===== config.mk =====
export PLATFORM = sky130hd
export DESIGN_NAME = phys_reg_free_list
export DESIGN_NICKNAME = d
export VERILOG_FILES = /design/src/rtl/phys_reg_free_list.sv
export SDC_FILE = /design/constraint.sdc
export NUM_CORES = 1
export LEC_CHECK = 0
export CAP_MARGIN = 20
export CORE_MARGIN = 2
export CORE_UTILIZATION = 30
export DETAILED_ROUTE_END_ITERATION = 12
export GPL_TIMING_DRIVEN = 0
export HOLD_SLACK_MARGIN = 0.08
export SKIP_CTS_REPAIR_TIMING = 1
export SYNTH_ARGS = -nofsm -noshare
export SYNTH_HDL_FRONTEND = slang
export SYNTH_SLANG_ARGS = --single-unit

===== constraint.sdc =====
create_clock -name CLK -period 4 [get_ports CLK]
set_input_delay 0.4 -clock CLK [delete_from_list [all_inputs] [get_ports CLK]]
set_output_delay 0.4 -clock CLK [all_outputs]
set_load 0.03 [all_outputs]

===== src/rtl/phys_reg_free_list.sv =====
// phys_reg_free_list
//   Checkpointed free list of physical register tags for rename/dispatch.
//   Hands the head tag to dispatch, takes back freed tags from commit, and
//   snapshots/restores the read pointer for branch recovery.
//
// Ports
//   CLK, RST                    clock, synchronous active-high reset
//   dequeue_valid/_phys_reg_tag head tag usable / head tag
//   dequeue_ready               dispatch consumes head this cycle
//   enqueue_valid/_phys_reg_tag freed tag returned this cycle
//   save_checkpoint_*           snapshot head into the round-robin column
//   clear_checkpoint_*          release a column (branch resolved correct)
//   restore_checkpoint_*        roll head back to a column (mispredict)
//   free_count                  number of free tags, 0..FREE_LIST_DEPTH
module phys_reg_free_list #(
  parameter int NUM_PHYS_REGS      = 64,
  parameter int NUM_ARCH_REGS      = 32,
  parameter int FREE_LIST_DEPTH    = NUM_PHYS_REGS - NUM_ARCH_REGS,
  parameter int CHECKPOINT_COLUMNS = 4,
  localparam int TAG_W = $clog2(NUM_PHYS_REGS),
  localparam int IDX_W = $clog2(FREE_LIST_DEPTH),
  localparam int PTR_W = IDX_W + 1,
  localparam int COL_W = $clog2(CHECKPOINT_COLUMNS)
) (
  input  logic             CLK,
  input  logic             RST,
  output logic             dequeue_valid,
  output logic [TAG_W-1:0] dequeue_phys_reg_tag,
  input  logic             dequeue_ready,
  input  logic             enqueue_valid,
  input  logic [TAG_W-1:0] enqueue_phys_reg_tag,
  input  logic             save_checkpoint_valid,
  output logic             save_checkpoint_ready,
  output logic [COL_W-1:0] save_checkpoint_column,
  input  logic             clear_checkpoint_valid,
  input  logic [COL_W-1:0] clear_checkpoint_column,
  input  logic             restore_checkpoint_valid,
  input  logic [COL_W-1:0] restore_checkpoint_column,
  output logic [PTR_W-1:0] free_count
);

  logic [FREE_LIST_DEPTH-1:0][TAG_W-1:0]    r_array;
  logic [PTR_W-1:0]                         r_head, r_tail;
  logic [CHECKPOINT_COLUMNS-1:0][PTR_W-1:0] r_ckpt_head;
  logic [CHECKPOINT_COLUMNS-1:0]            r_ckpt_vld;
  logic [COL_W-1:0]                         r_alloc;

  logic [PTR_W-1:0]              w_count, w_head_adv;
  logic                          w_empty, w_full, w_deq, w_enq, w_save;
  logic [CHECKPOINT_COLUMNS-1:0] w_vld_nxt;
  logic [COL_W-1:0]              w_span, w_dist;

  // Pointers carry one extra wrap bit, so plain subtraction gives 0..DEPTH.
  assign w_count = r_tail - r_head;
  assign w_empty = (w_count == '0);
  assign w_full  = (w_count == PTR_W'(FREE_LIST_DEPTH));

  // Restore owns the head and the allocation pointer, so it drops both
  // a concurrent dequeue and a concurrent save.
  assign w_deq      = dequeue_ready & ~w_empty & ~restore_checkpoint_valid;
  assign w_enq      = enqueue_valid & ~w_full;
  assign w_save     = save_checkpoint_valid & ~r_ckpt_vld[r_alloc] & ~restore_checkpoint_valid;
  assign w_head_adv = r_head + PTR_W'(w_deq);

  // Column valid update. Priority low->high: clear, restore invalidation,
  // save (save wins over a clear of the same column).
  always_comb begin
    w_vld_nxt = r_ckpt_vld;
    w_span    = r_alloc - restore_checkpoint_column;
    w_dist    = '0;
    if (clear_checkpoint_valid) w_vld_nxt[clear_checkpoint_column] = 1'b0;
    if (restore_checkpoint_valid) begin
      for (int i = 0; i < CHECKPOINT_COLUMNS; i++) begin
        // Younger columns sit between the restored one and alloc-1. A zero
        // span means every column was live (alloc wrapped onto it).
        w_dist = COL_W'(i) - restore_checkpoint_column;
        if ((w_span == '0) || (w_dist < w_span)) w_vld_nxt[i] = 1'b0;
      end
    end
    if (w_save) w_vld_nxt[r_alloc] = 1'b1;
  end

  always_ff @(posedge CLK) begin
    if (RST) begin
      for (int i = 0; i < FREE_LIST_DEPTH; i++)
        r_array[i] <= TAG_W'(NUM_ARCH_REGS + i);
      r_head      <= '0;
      r_tail      <= PTR_W'(FREE_LIST_DEPTH);
      r_ckpt_head <= '0;
      r_ckpt_vld  <= '0;
      r_alloc     <= '0;
    end else begin
      if (w_enq) begin
        r_array[r_tail[IDX_W-1:0]] <= enqueue_phys_reg_tag;
        r_tail                     <= r_tail + 1'b1;
      end
      if (restore_checkpoint_valid) begin
        r_head  <= r_ckpt_head[restore_checkpoint_column];
        r_alloc <= restore_checkpoint_column;
      end else begin
        r_head <= w_head_adv;
        if (w_save) begin
          // Snapshot reflects this cycle's dequeue so the branch's own
          // destination reg stays allocated after recovery.
          r_ckpt_head[r_alloc] <= w_head_adv;
          r_alloc              <= r_alloc + 1'b1;
        end
      end
      r_ckpt_vld <= w_vld_nxt;
    end
  end

  assign dequeue_valid          = ~w_empty;
  assign dequeue_phys_reg_tag   = r_array[r_head[IDX_W-1:0]];
  assign save_checkpoint_ready  = ~r_ckpt_vld[r_alloc];
  assign save_checkpoint_column = r_alloc;
  assign free_count             = w_count;

endmodule


== Yosys cells after proc, flatten, opt, wreduce, memory -nomap -nowiden ==
Cells that the tools add are included.
Widths: inputs -> output; s select.

* Div/mod/pow operators: 0
* Magnitude comparators: 12
* Reductions and logical operators: 11
* Bitwise logic cells: 12
* Add/subtract/negate cells: 9
* Multiplexer cells: 26
* Shifts and indexed selects: 0
* Multipliers: 0
* Eq/ne operators: 1

{| class="wikitable"
|+ Operators with widths
! cell !! count
|-
| $bwmux 192 || 1
|-
| $bmux 6 s5 || 1
|-
| $demux 6 s5 || 1
|-
| $mux 6 || 5
|-
| $bwmux 24 || 1
|-
| $bmux 6 s2 || 1
|-
| $demux 6 s2 || 1
|-
| $lt 5x6->1 const B || 2
|-
| $mux 4 || 3
|-
| $lt 2x3->1 const B || 3
|-
| $lt 2x2->1 || 4
|-
| $mux 1 || 7
|-
| $add 6x1->6 || 1
|-
| $add 6x1->6 const B || 1
|-
| $eq 6x6->1 const B || 1
|-
| $logic_not 6->1 || 1
|-
| $sub 6x6->6 || 1
|-
| $and 1x1->1 || 5
|-
| $ge 5x1->1 const B || 1
|-
| $and 4x4->4 || 1
|-
| $demux 1 s2 || 2
|-
| $ge 2x1->1 const B || 2
|-
| $logic_or 1x1->1 || 4
|-
| $mux 2 || 2
|-
| other kinds (12) || 19
|}

* Output and inout bits: 16
* Memory bits (read-only): 0
* Logic and storage cells: 111
* Memory bits (writable): 0
* Bits in latches: 0
* Memories: 0
* Bits in registers: 234
* Bits of input ports: 17

== Logic depth before layout (Yosys ltp) ==
Gate-level depths: netlist of run 1.

* Word-level depth: 11
* Mapped depth: 17

== Worst setup path after synthesis of run 1 ==
No wires, ideal clock.

* Kind: reg-to-reg
* From: register r_tail[0]
* To: register r_head[5]
* Data arrival time: 3.413 ns
* Library setup time: 0.128 ns
* Stages on the path, launching flop included: 16
* Setup slack: 0.459 ns
* Clock period less this slack: 3.541 ns
* Data required time: 3.872 ns
* Cell sequence: dfxtp_1 > inv_1 > ha_1 > fa_1 > xnor2_1 > nor2_1 > mux2_2 > nand3_1 > and3b_1 > ha_1 > nand3_1 > nor3_1 > xnor2_1 > nor2_1 > a21oi_1 > nor2_1

* Word-level cells in the longest chain between the ends: 7

{| class="wikitable"
|+ Ends and longest elaborated chain
! element !! RTL line !! RTL
|-
| from (decl) || 43 || <nowiki>logic [PTR_W-1:0] r_head, r_tail;</nowiki>
|-
| from (signal assigned) || 88 || <nowiki>r_tail <= PTR_W'(FREE_LIST_DEPTH);</nowiki>
|-
| from (signal assigned) || 95 || <nowiki>r_tail <= r_tail + 1'b1;</nowiki>
|-
| $sub 6x6->6 || 54 || <nowiki>assign w_count = r_tail - r_head;</nowiki>
|-
| named net free_count[2] || 39 || <nowiki>output logic [PTR_W-1:0] free_count</nowiki>
|-
| $logic_not 6->1 || 55 || <nowiki>assign w_empty = (w_count == '0);</nowiki>
|-
| $not 1->1 || - ||
|-
| named net dequeue_valid || 27 || <nowiki>output logic dequeue_valid,</nowiki>
|-
| $and 1x1->1 (2 in series) || 60 || <nowiki>assign w_deq = dequeue_ready & ~w_empty & ~restore_checkpoint_valid;</nowiki>
|-
| $add 6x1->6 || 63 || <nowiki>assign w_head_adv = r_head + PTR_W'(w_deq);</nowiki>
|-
| $mux 6 || 97 || <nowiki>if (restore_checkpoint_valid) begin</nowiki>
|-
| to (signal assigned) || 98 || <nowiki>r_head <= r_ckpt_head[restore_checkpoint_column];</nowiki>
|-
| to (signal assigned) || 101 || <nowiki>r_head <= w_head_adv;</nowiki>
|-
| to (decl) || 43 ||
|}

The timed path passes the listed nets, and every way through them passes these cells.
A chain may end at the register's enable or synchronous reset.

== Worst setup path after layout of run 1 ==
* From: register r_head[0]
* To: output dequeue_phys_reg_tag[2]

* Word-level cells in the longest chain between the ends: 2

{| class="wikitable"
|+ Ends and longest elaborated chain
! element !! RTL line !! RTL
|-
| $bmux 6 s5 || 114 || <nowiki>assign dequeue_phys_reg_tag = r_array[r_head[IDX_W-1:0]];</nowiki>
|-
| $mux 6 (implied by the code) || 114 ||
|-
| to (decl) || 28 || <nowiki>output logic [TAG_W-1:0] dequeue_phys_reg_tag,</nowiki>
|}

No other way between the ends. The select of a mux whose other input is x is not followed.

==> summary.md, run 1 <==
| Metric | Value |
|---|---|
| Final setup viols | `0` |
| Final Max Slew Viols | `0` |
| Top fanout value on the critical path | `10` |
| Combinational family with the most area after synthesis | `multiplexers` |
| Number of cell rows | `71` |
| Via count of the first global-routing pass | `8186` |
| Hold Path Class | `in2reg` |
| Final critical path time including I/O delays and setup | `3.908 ns` |
| WHS Endpoint | `r_head[0]` |
| Area added between synthesis and finish | `15.68%` |
| Net count after synthesis | `1095` |
| Arithmetic-cell share of the synthesized area counting full adders, half adders and majority gates | `2.594%` |
| Minimum setup slack after placement | `0.02125 ns` |
| Max VDD drop | `0.2912 mV` |
| Post-Synthesis Mean Instance Area | `10.87 µm²` |
| Share of async-settable or async-resettable flops after synthesis | `0%` |
| Portion of netlist area occupied by mux cells | `32.45%` |
| Syn Std Cell Area | `11480 µm²` |
| Setup TNS | `0 ns` |
| Warnings from Yosys | `0` |
| Fill cell count | `3787` |
| Beginning of the worst register-to-register path | `r_head[4]` |
| Port buffer count | `30` |
| Data arrival time of the critical path | `3.51 ns` |
| Number of remaining DRC errors | `0` |
| Wire length of the first global-routing pass | `47580 µm` |
| Clock tree from TritonCTS | `built` |
| Leakage power | `5.841 nW` |
| Nets | `1153` |
| Clock transition at path regs | `0.06 ns` |
| Max cap viols | `0` |
| Sequential element share of the synthesized area | `40.80%` |
| Maximum number of pins on one net before global-route repair | `14` |
| Routed WL per cell | `18.68 µm` |
| Number of clock buffers inserted by TritonCTS | `26` |
| Detailed placement HPWL | `22010 µm` |
| Number of sinks driven by the clock tree | `234` |
| Number of standard cells after synthesis | `1056` |
| Gr usage total | `15.74%` |
| Cell area after placement | `12420 µm²` |
| Setup repair after global routing missed its margin | `false` |
| Status | `completed` |
| Total count of hold-check failures in the final report | `0` |
| Final design area excluding fillers | `13280 µm²` |
| Total wire length after detailed routing | `30570 µm` |
| Violation count after the first detailed-route iteration | `464` |
| H-tree levels | `1` |
| Hold-critical path depth | `3` |
| EDFF count, synth | `0` |
| Simple-Gate Fraction of Synth Area | `16.05%` |
| Worst slew pin tran | `0.9162 ns` |
| Final RePlAce weighted congestion | `0.8372` |
| Boundary Pins | `33` |
| Depth of the most critical reg-to-reg path | `13` |
| Primary FF master, synth | `sky130_fd_sc_hd__dfxtp_1` |
| Number of storage elements in the synthesis netlist | `234` |
| Number of antenna violations at the first check in global routing | `1` |
| Routed vias | `7860` |
| Root Buffer | `sky130_fd_sc_hd__clkbuf_16` |
| Fraction of final layout cells sized beyond drive strength 1 | `15.72%` |
| Relative slew slack | `38.69%` |
| Power density cells | `431.4 nW/µm²` |
| Number of distinct standard cells referenced by the synthesized netlist | `46` |
| Layout Skew | `0.03021 ns` |
| Diodes inserted | `0` |
| Die extent in x | `199.6 µm` |
| Final Worst Setup Slack | `0.09247 ns` |
| Clock insertion delay at the later pin of the skew report | `0.55 ns` |
| Portion of the clock cycle consumed by the worst path in the final layout | `97.69%` |
| Crit. Startpoint | `r_head[0]` |
| Highest Clock Rate | `255.9 MHz` |
| Core Box Area | `37670 µm²` |
| Starting density of the core | `30.48%` |
| Overall die height | `199.6 µm` |
| Detailed-routing iteration count for the pre-antenna-repair pass | `5` |
| Worst flop-to-flop path endpoint | `r_ckpt_head[10]` |
| Category of the critical setup timing path | `reg2out` |
| Setup crit end kind | `output pin` |
| Kind of start point of the critical path | `flip-flop` |
| Launch instance of the worst min-delay path | `restore_checkpoint_valid` |
| Setup slack of the worst register-to-register path | `0.40 ns` |
| Share of the synthesized area in compound gates (AO/OA/AOI/OAI) | `1.798%` |
| Via-per-instance ratio | `4.801` |
| Remaining global-route overflow | `0` |
| Remaining antenna violation count | `0` |
| Die footprint | `39850 µm²` |
| Data required, critical path | `3.60 ns` |
| Number of buffers on the longest clock path | `3` |
| Post-Synth XOR/XNOR Area | `0.7629%` |
## placed cells by master (no fill, tap or decap), types with 2 or more instances in the layout
master / Yosys / routed
sky130_fd_sc_hd__nand4_2: 5 / 5
sky130_fd_sc_hd__o21ai_0: 6 / 6
sky130_fd_sc_hd__clkbuf_1: 60 / 60
sky130_fd_sc_hd__mux4_2: 67 / 67
sky130_fd_sc_hd__nand2_1: 29 / 29
sky130_fd_sc_hd__buf_1: 6 / 3
sky130_fd_sc_hd__nand3_1: 7 / 7
sky130_fd_sc_hd__buf_2: 10 / 9
sky130_fd_sc_hd__dfxtp_1: 234 / 234
sky130_fd_sc_hd__buf_6: 21 / 24
sky130_fd_sc_hd__inv_1: 18 / 18
sky130_fd_sc_hd__or3b_2: 3 / 3
sky130_fd_sc_hd__nand2b_1: 88 / 88
sky130_fd_sc_hd__xnor2_1: 7 / 7
sky130_fd_sc_hd__or3_1: 8 / 8
sky130_fd_sc_hd__xor2_1: 3 / 3
sky130_fd_sc_hd__mux2i_1: 217 / 217
sky130_fd_sc_hd__clkbuf_8: 0 / 3
sky130_fd_sc_hd__a31oi_1: 4 / 4
sky130_fd_sc_hd__nand4_1: 6 / 6
sky130_fd_sc_hd__nor2_1: 166 / 166
sky130_fd_sc_hd__nor3_1: 3 / 3
sky130_fd_sc_hd__clkbuf_16: 0 / 26
sky130_fd_sc_hd__a211oi_1: 6 / 6
sky130_fd_sc_hd__a21oi_1: 8 / 8
sky130_fd_sc_hd__nor2b_1: 2 / 2
sky130_fd_sc_hd__clkinv_2: 0 / 2
sky130_fd_sc_hd__bufinv_16: 0 / 3
sky130_fd_sc_hd__fa_1: 3 / 3
sky130_fd_sc_hd__or3_4: 18 / 18
sky130_fd_sc_hd__clkdlybuf4s50_1: 0 / 29
sky130_fd_sc_hd__clkbuf_2: 0 / 5
sky130_fd_sc_hd__buf_4: 4 / 4
sky130_fd_sc_hd__ha_1: 19 / 19
sky130_fd_sc_hd__nand3b_1: 5 / 5
sky130_fd_sc_hd__and2_1: 4 / 4
sky130_fd_sc_hd__mux2_2: 4 / 4
## worst max-delay path by stage
stage / to / slack (ns) / depth (start not counted)
2_1_floorplan: r_head[5] / 0.46 / 15
3_3_place_gp: r_head[5] / 0.001 / 17
3_5_place_dp: r_head[5] / 0.02 / 17
4_1_cts: dequeue_phys_reg_tag[3] / -0.36 / 7
5_1_grt: dequeue_phys_reg_tag[2] / 0.0001 / 6
6_report: dequeue_phys_reg_tag[2] / 0.09 / 6
## flip-flops by register name, summed over array words and instances, names as in the netlist
name	flops
r_array	192
r_ckpt_head	24
r_head	6
r_tail	6
r_ckpt_vld	4
save_checkpoint_column	2
## cells in the mapped netlist, drive strengths merged (5+ instances only)
| cell type | instances | area share [%] |
|---|---|---|
| a21oi | 8 | 0.35 |
| nand2b | 88 | 4.8 |
| nand3 | 7 | 0.31 |
| inv | 18 | 0.59 |
| nand2 | 29 | 0.95 |
| mux4 | 67 | 13 |
| xnor2 | 7 | 0.53 |
| or3 | 26 | 2.2 |
| dfxtp | 234 | 41 |
| clkbuf | 60 | 2.0 |
| buf | 41 | 3.0 |
| and2 | 5 | 0.27 |
| ha | 19 | 2.1 |
| nand4 | 11 | 0.87 |
| mux2i | 217 | 19 |
| a211oi | 6 | 0.39 |
| nand3b | 5 | 0.33 |
| nor2 | 166 | 5.4 |
| o21ai | 6 | 0.26 |
## final cells by class
cell class	instances	area [µm²]	share of cell area [%]
inverters	19	71.32	0.5370
repair buffers	30	302.8	2.280
clock buffers	34	710.7	5.351
multi-input cells	702	6161	46.39
flip-flops and latches	234	4684	35.27
plain buffers	101	595.6	4.484
clock inverters	6	116.4	0.8761
well taps	511	639.4	4.814
## where the power goes
group	switching (mW)	internal [mW]	leakage (nW)	total, mW
clock network	0.936	1.43	0.405	2.36
registers	0.0320	2.37	1.89	2.40
logic	0.590	0.374	3.54	0.964
total	1.56	4.17	5.84	5.73
## per-layer routing
| metal | global-route usage, % | share of wire, % |
|---|---|---|
| met2 | 27.07 | 49 |
| met3 | 2.616 | 5.3 |
| met5 | 0 | 0 |
| met4 | 4.883 | 2.8 |
| met1 | 20.11 | 43 |
## cell families after synthesis
logic type               count (synthesis)
AND/OR/NAND/NOR                        351
multiplexers                           288
flip-flops                             234
buffers and inverters                  120
AO/OA/AOI/OAI                           31
adder cells (fa/ha/maj)                 22
XOR/XNOR                                10
## critical path: stages, from the launching register on
cell,delay [ns]
sky130_fd_sc_hd__dfxtp_1,0.51
sky130_fd_sc_hd__clkbuf_2,0.48
sky130_fd_sc_hd__mux4_2,0.62
sky130_fd_sc_hd__mux4_2,0.54
sky130_fd_sc_hd__nand2_1,0.10
sky130_fd_sc_hd__nand2_1,0.12
sky130_fd_sc_hd__clkdlybuf4s50_1,0.62
## through the flow
stage          total power [mW]  std cells  util, %  hold slack [ns]
2_1_floorplan             3.098       1056        -           0.4458
3_5_place_dp              3.413       1597    32.98           0.4633
5_1_grt                   5.950       1637    35.26           0.3876
3_3_place_gp              3.404       1597    32.98           0.4585
6_report                  5.730       1637    35.26           0.3644
4_1_cts                   5.774       1637    35.17           0.3544
No activity file was read; power rests on OpenSTA's default activity.
==> inputs of run 2 (changes only) <==
CELL_PAD_IN_SITES_DETAIL_PLACEMENT = 1   (was default)
CELL_PAD_IN_SITES_GLOBAL_PLACEMENT = 1   (was default)
PLACE_DENSITY_LB_ADDON = 0.1   (was default)
==> summary.md, run 2 (synthesized netlist as in run 1, its figures left out) <==
| Metric | Value |
|---|---|
| Detailed-routing iteration count for the pre-antenna-repair pass | `4 (was 5)` |
| Fraction of final layout cells sized beyond drive strength 1 | `17.03% (was 15.72%)` |
| Nets | `1157 (was 1153)` |
| Highest Clock Rate | `259.6 MHz (was 255.9 MHz)` |
| Sequential cell area in the final layout | `4686 µm² (was 4684 µm²)` |
| Max cap viols | `0 (unchanged)` |
| Starting density of the core | `30.48% (unchanged)` |
| Final critical path time including I/O delays and setup | `3.852 ns (was 3.908 ns)` |
| Via count of the first global-routing pass | `8425 (was 8186)` |
| Root Buffer | `sky130_fd_sc_hd__clkbuf_16 (unchanged)` |
| Critical Path, Cell by Cell | `buf_6 > buf_6 > mux4_2 > mux4_2 > nand2_1 > nand2_1 > clkdlybuf4s50_1 (was clkbuf_2 > mux4_2 > mux4_2 > nand2_1 > nand2_1 > clkdlybuf4s50_1)` |
| P_sw | `1.683 mW (was 1.559 mW)` |
| Core Box Area | `37670 µm² (unchanged)` |
| Worst path depth | `7 (was 6)` |
| Clock power frac | `45.7% (was 41.2%)` |
| Relative slew slack | `26.09% (was 38.69%)` |
| Status | `completed (unchanged)` |
| Boundary Pins | `33 (unchanged)` |
| Number of clock buffers inserted by TritonCTS | `29 (was 26)` |
| Fill cell count | `4211 (was 3787)` |
| Port buffer count | `30 (unchanged)` |
| Hold-critical path depth | `3 (unchanged)` |
| Data arrival time of the critical path | `3.45 ns (was 3.51 ns)` |
| Power density cells | `461.1 nW/µm² (was 431.4 nW/µm²)` |
| Destination of the critical timing path | `dequeue_phys_reg_tag[4] (was dequeue_phys_reg_tag[2])` |
| Largest register by flop count | `r_array (unchanged)` |
| Final design area excluding fillers | `13550 µm² (was 13280 µm²)` |
| Die footprint | `39850 µm² (unchanged)` |
| Total count of hold-check failures in the final report | `0 (unchanged)` |
| Via-per-instance ratio | `4.811 (was 4.801)` |
| Gr usage total | `19.03% (was 15.74%)` |
| Largest regs | `r_array (192), r_ckpt_head (24) (unchanged)` |
| Maximum number of pins on one net before global-route repair | `14 (unchanged)` |
| Clock transition at path regs | `0.06 ns (about the same)` |
| Max VDD drop | `0.2547 mV (was 0.2912 mV)` |
| Beginning of the worst register-to-register path | `r_head[4] (unchanged)` |
| Final RePlAce weighted congestion | `0.7562 (was 0.8372)` |
| Portion of the clock cycle consumed by the worst path in the final layout | `96.29% (was 97.69%)` |
| Largest register FFs | `192 (unchanged)` |
| Remaining antenna violation count | `0 (unchanged)` |
| Final Max Slew Viols | `0 (unchanged)` |
| Number of buffers on the longest clock path | `3 (unchanged)` |
| Final instance count without filler cells | `1651 (was 1637)` |
| Setup TNS | `0 ns (unchanged)` |
| Final Worst Setup Slack | `0.1483 ns (was 0.09247 ns)` |
| Die extent in x | `199.6 µm (unchanged)` |
| Remaining global-route overflow | `0 (unchanged)` |
| Category of the critical setup timing path | `reg2out (unchanged)` |
| Setup crit end kind | `output pin (unchanged)` |
| Layout Skew | `0.01113 ns (was 0.03021 ns)` |
| Kind of start point of the critical path | `flip-flop (unchanged)` |
| Wire length of the first global-routing pass | `55400 µm (was 47580 µm)` |
| Setup slack of the worst register-to-register path | `0.38 ns (was 0.40 ns)` |
| Hold Path Class | `in2reg (unchanged)` |
| Clock insertion delay at the later pin of the skew report | `0.55 ns (about the same)` |
| Routed WL per cell | `22.19 µm (was 18.68 µm)` |
| Data required, critical path | `3.60 ns (about the same)` |
| Combined area of the multi-input logic cells | `6176 µm² (was 6161 µm²)` |
| Number of cell rows | `71 (unchanged)` |
| Depth of the most critical reg-to-reg path | `9 (was 13)` |
| Slowest CP cell | `sky130_fd_sc_hd__clkdlybuf4s50_1 (was sky130_fd_sc_hd__mux4_2)` |
| Top fanout value on the critical path | `10 (unchanged)` |
| Number of antenna violations at the first check in global routing | `1 (unchanged)` |
| Crit. Startpoint | `r_head[0] (unchanged)` |
| H-tree levels | `1 (unchanged)` |
| Part of the power in combinational logic | `15.8% (was 16.8%)` |
| Total wire length after detailed routing | `36630 µm (was 30570 µm)` |
| Routed vias | `7943 (was 7860)` |
| Switching share of power | `26.93% (was 27.20%)` |
| Number of sinks driven by the clock tree | `234 (unchanged)` |
| Overall die height | `199.6 µm (unchanged)` |
| Number of remaining DRC errors | `0 (unchanged)` |
| Most used cells in the layout excluding fill and tap cells | `sky130_fd_sc_hd__dfxtp_1, sky130_fd_sc_hd__mux2i_1, sky130_fd_sc_hd__nor2_1 (unchanged)` |
| Crit-path max cell delay | `0.63 ns (was 0.62 ns)` |
| Commonest non-fill, non-tap cell in the layout | `sky130_fd_sc_hd__dfxtp_1 (unchanged)` |
| Sum of buffers and inverters on the critical path | `3 (was 2)` |
| Violation count after the first detailed-route iteration | `321 (was 464)` |
| Flop pwr share | `38.5% (was 41.9%)` |
| Area added between synthesis and finish | `18.00% (was 15.68%)` |
| Worst flop-to-flop path endpoint | `r_array[5] (was r_ckpt_head[10])` |
| Clock tree from TritonCTS | `built (unchanged)` |
| Minimum setup slack after placement | `-0.3195 ns (was 0.02125 ns)` |
| Total placed cells including tap cells | `1599 (was 1597)` |
| Detailed placement HPWL | `26710 µm (was 22010 µm)` |
| Leakage power | `5.955 nW (was 5.841 nW)` |
| Top cell family by delay on the critical path | `multiplexers (unchanged)` |
| Internal power contribution | `4.565 mW (was 4.171 mW)` |
| Worst slew pin tran | `1.106 ns (was 0.9162 ns)` |
| Cell area after placement | `12450 µm² (was 12420 µm²)` |
| Final setup viols | `0 (unchanged)` |
==> run 2: metal layers <==
layer | track usage [%] | vias to the layer above | share of wire (%)
met1 | 27.61 | 4017 | 51
met5 | 0 | - | 0
li1 | - | 3793 | -
met3 | 2.278 | 44 | 2.7
met4 | 4.143 | 0 | 1.6
met2 | 30.22 | 89 | 45
==> run 2: power by group through the flow <==
stage / clock network, mW / registers [mW] / logic [mW]
final: 2.85 / 2.41 / 0.986
after global routing: 3.02 / 2.41 / 1.08
after CTS: 2.92 / 2.41 / 0.997
after detailed placement: 0 / 2.46 / 0.992
after global placement: 0 / 2.46 / 0.985
after floorplan: 0 / 2.45 / 0.651
==> run 2: worst min-delay path by stage <==
stage                                         from       endpoint  slack, ns
after floorplan                         r_array[3]     r_array[3]       0.45
after global placement                r_array[168]   r_array[168]       0.46
after detailed placement               r_array[40]    r_array[40]       0.47
after CTS                 restore_checkpoint_valid  r_ckpt_vld[3]       0.37
after global routing      restore_checkpoint_valid  r_ckpt_vld[3]       0.42
final                     restore_checkpoint_valid      r_head[0]       0.36
==> run 2: stage by stage <==
stage	hold WS, ns	power [mW]	util (%)
finish	0.3594	6.247	35.97
detailed placement	0.4658	3.449	33.06
CTS	0.3669	6.328	35.84
floorplan	0.4458	3.098	-
global placement	0.4580	3.441	32.98
global route	0.4227	6.512	35.97
==> run 2: area by class of cell <==
cell class              count  area share [%]
diodes                      1         0.01847
plain buffers             100           4.378
clock buffers              46           6.788
clock inverters             6          0.9605
inverters                  19          0.5264
multi-input cells         702           45.59
flip-flops and latches    234           34.59
well taps                 511           4.719
repair buffers             32           2.438
==> run 2: worst min-delay path: cells and delay by family <==
kind | cells | cell delay (ns)
muxes | 1 | 0.18
buffers and inverters | 1 | 0.20
and+or+nand+nor | 1 | 0.08
==> inputs of run 3 (changes only) <==
TNS_END_PERCENT = 50   (was default)
==> results of run 3 <==
No change in the layout: final DEF, timing and power equal those of run 2.
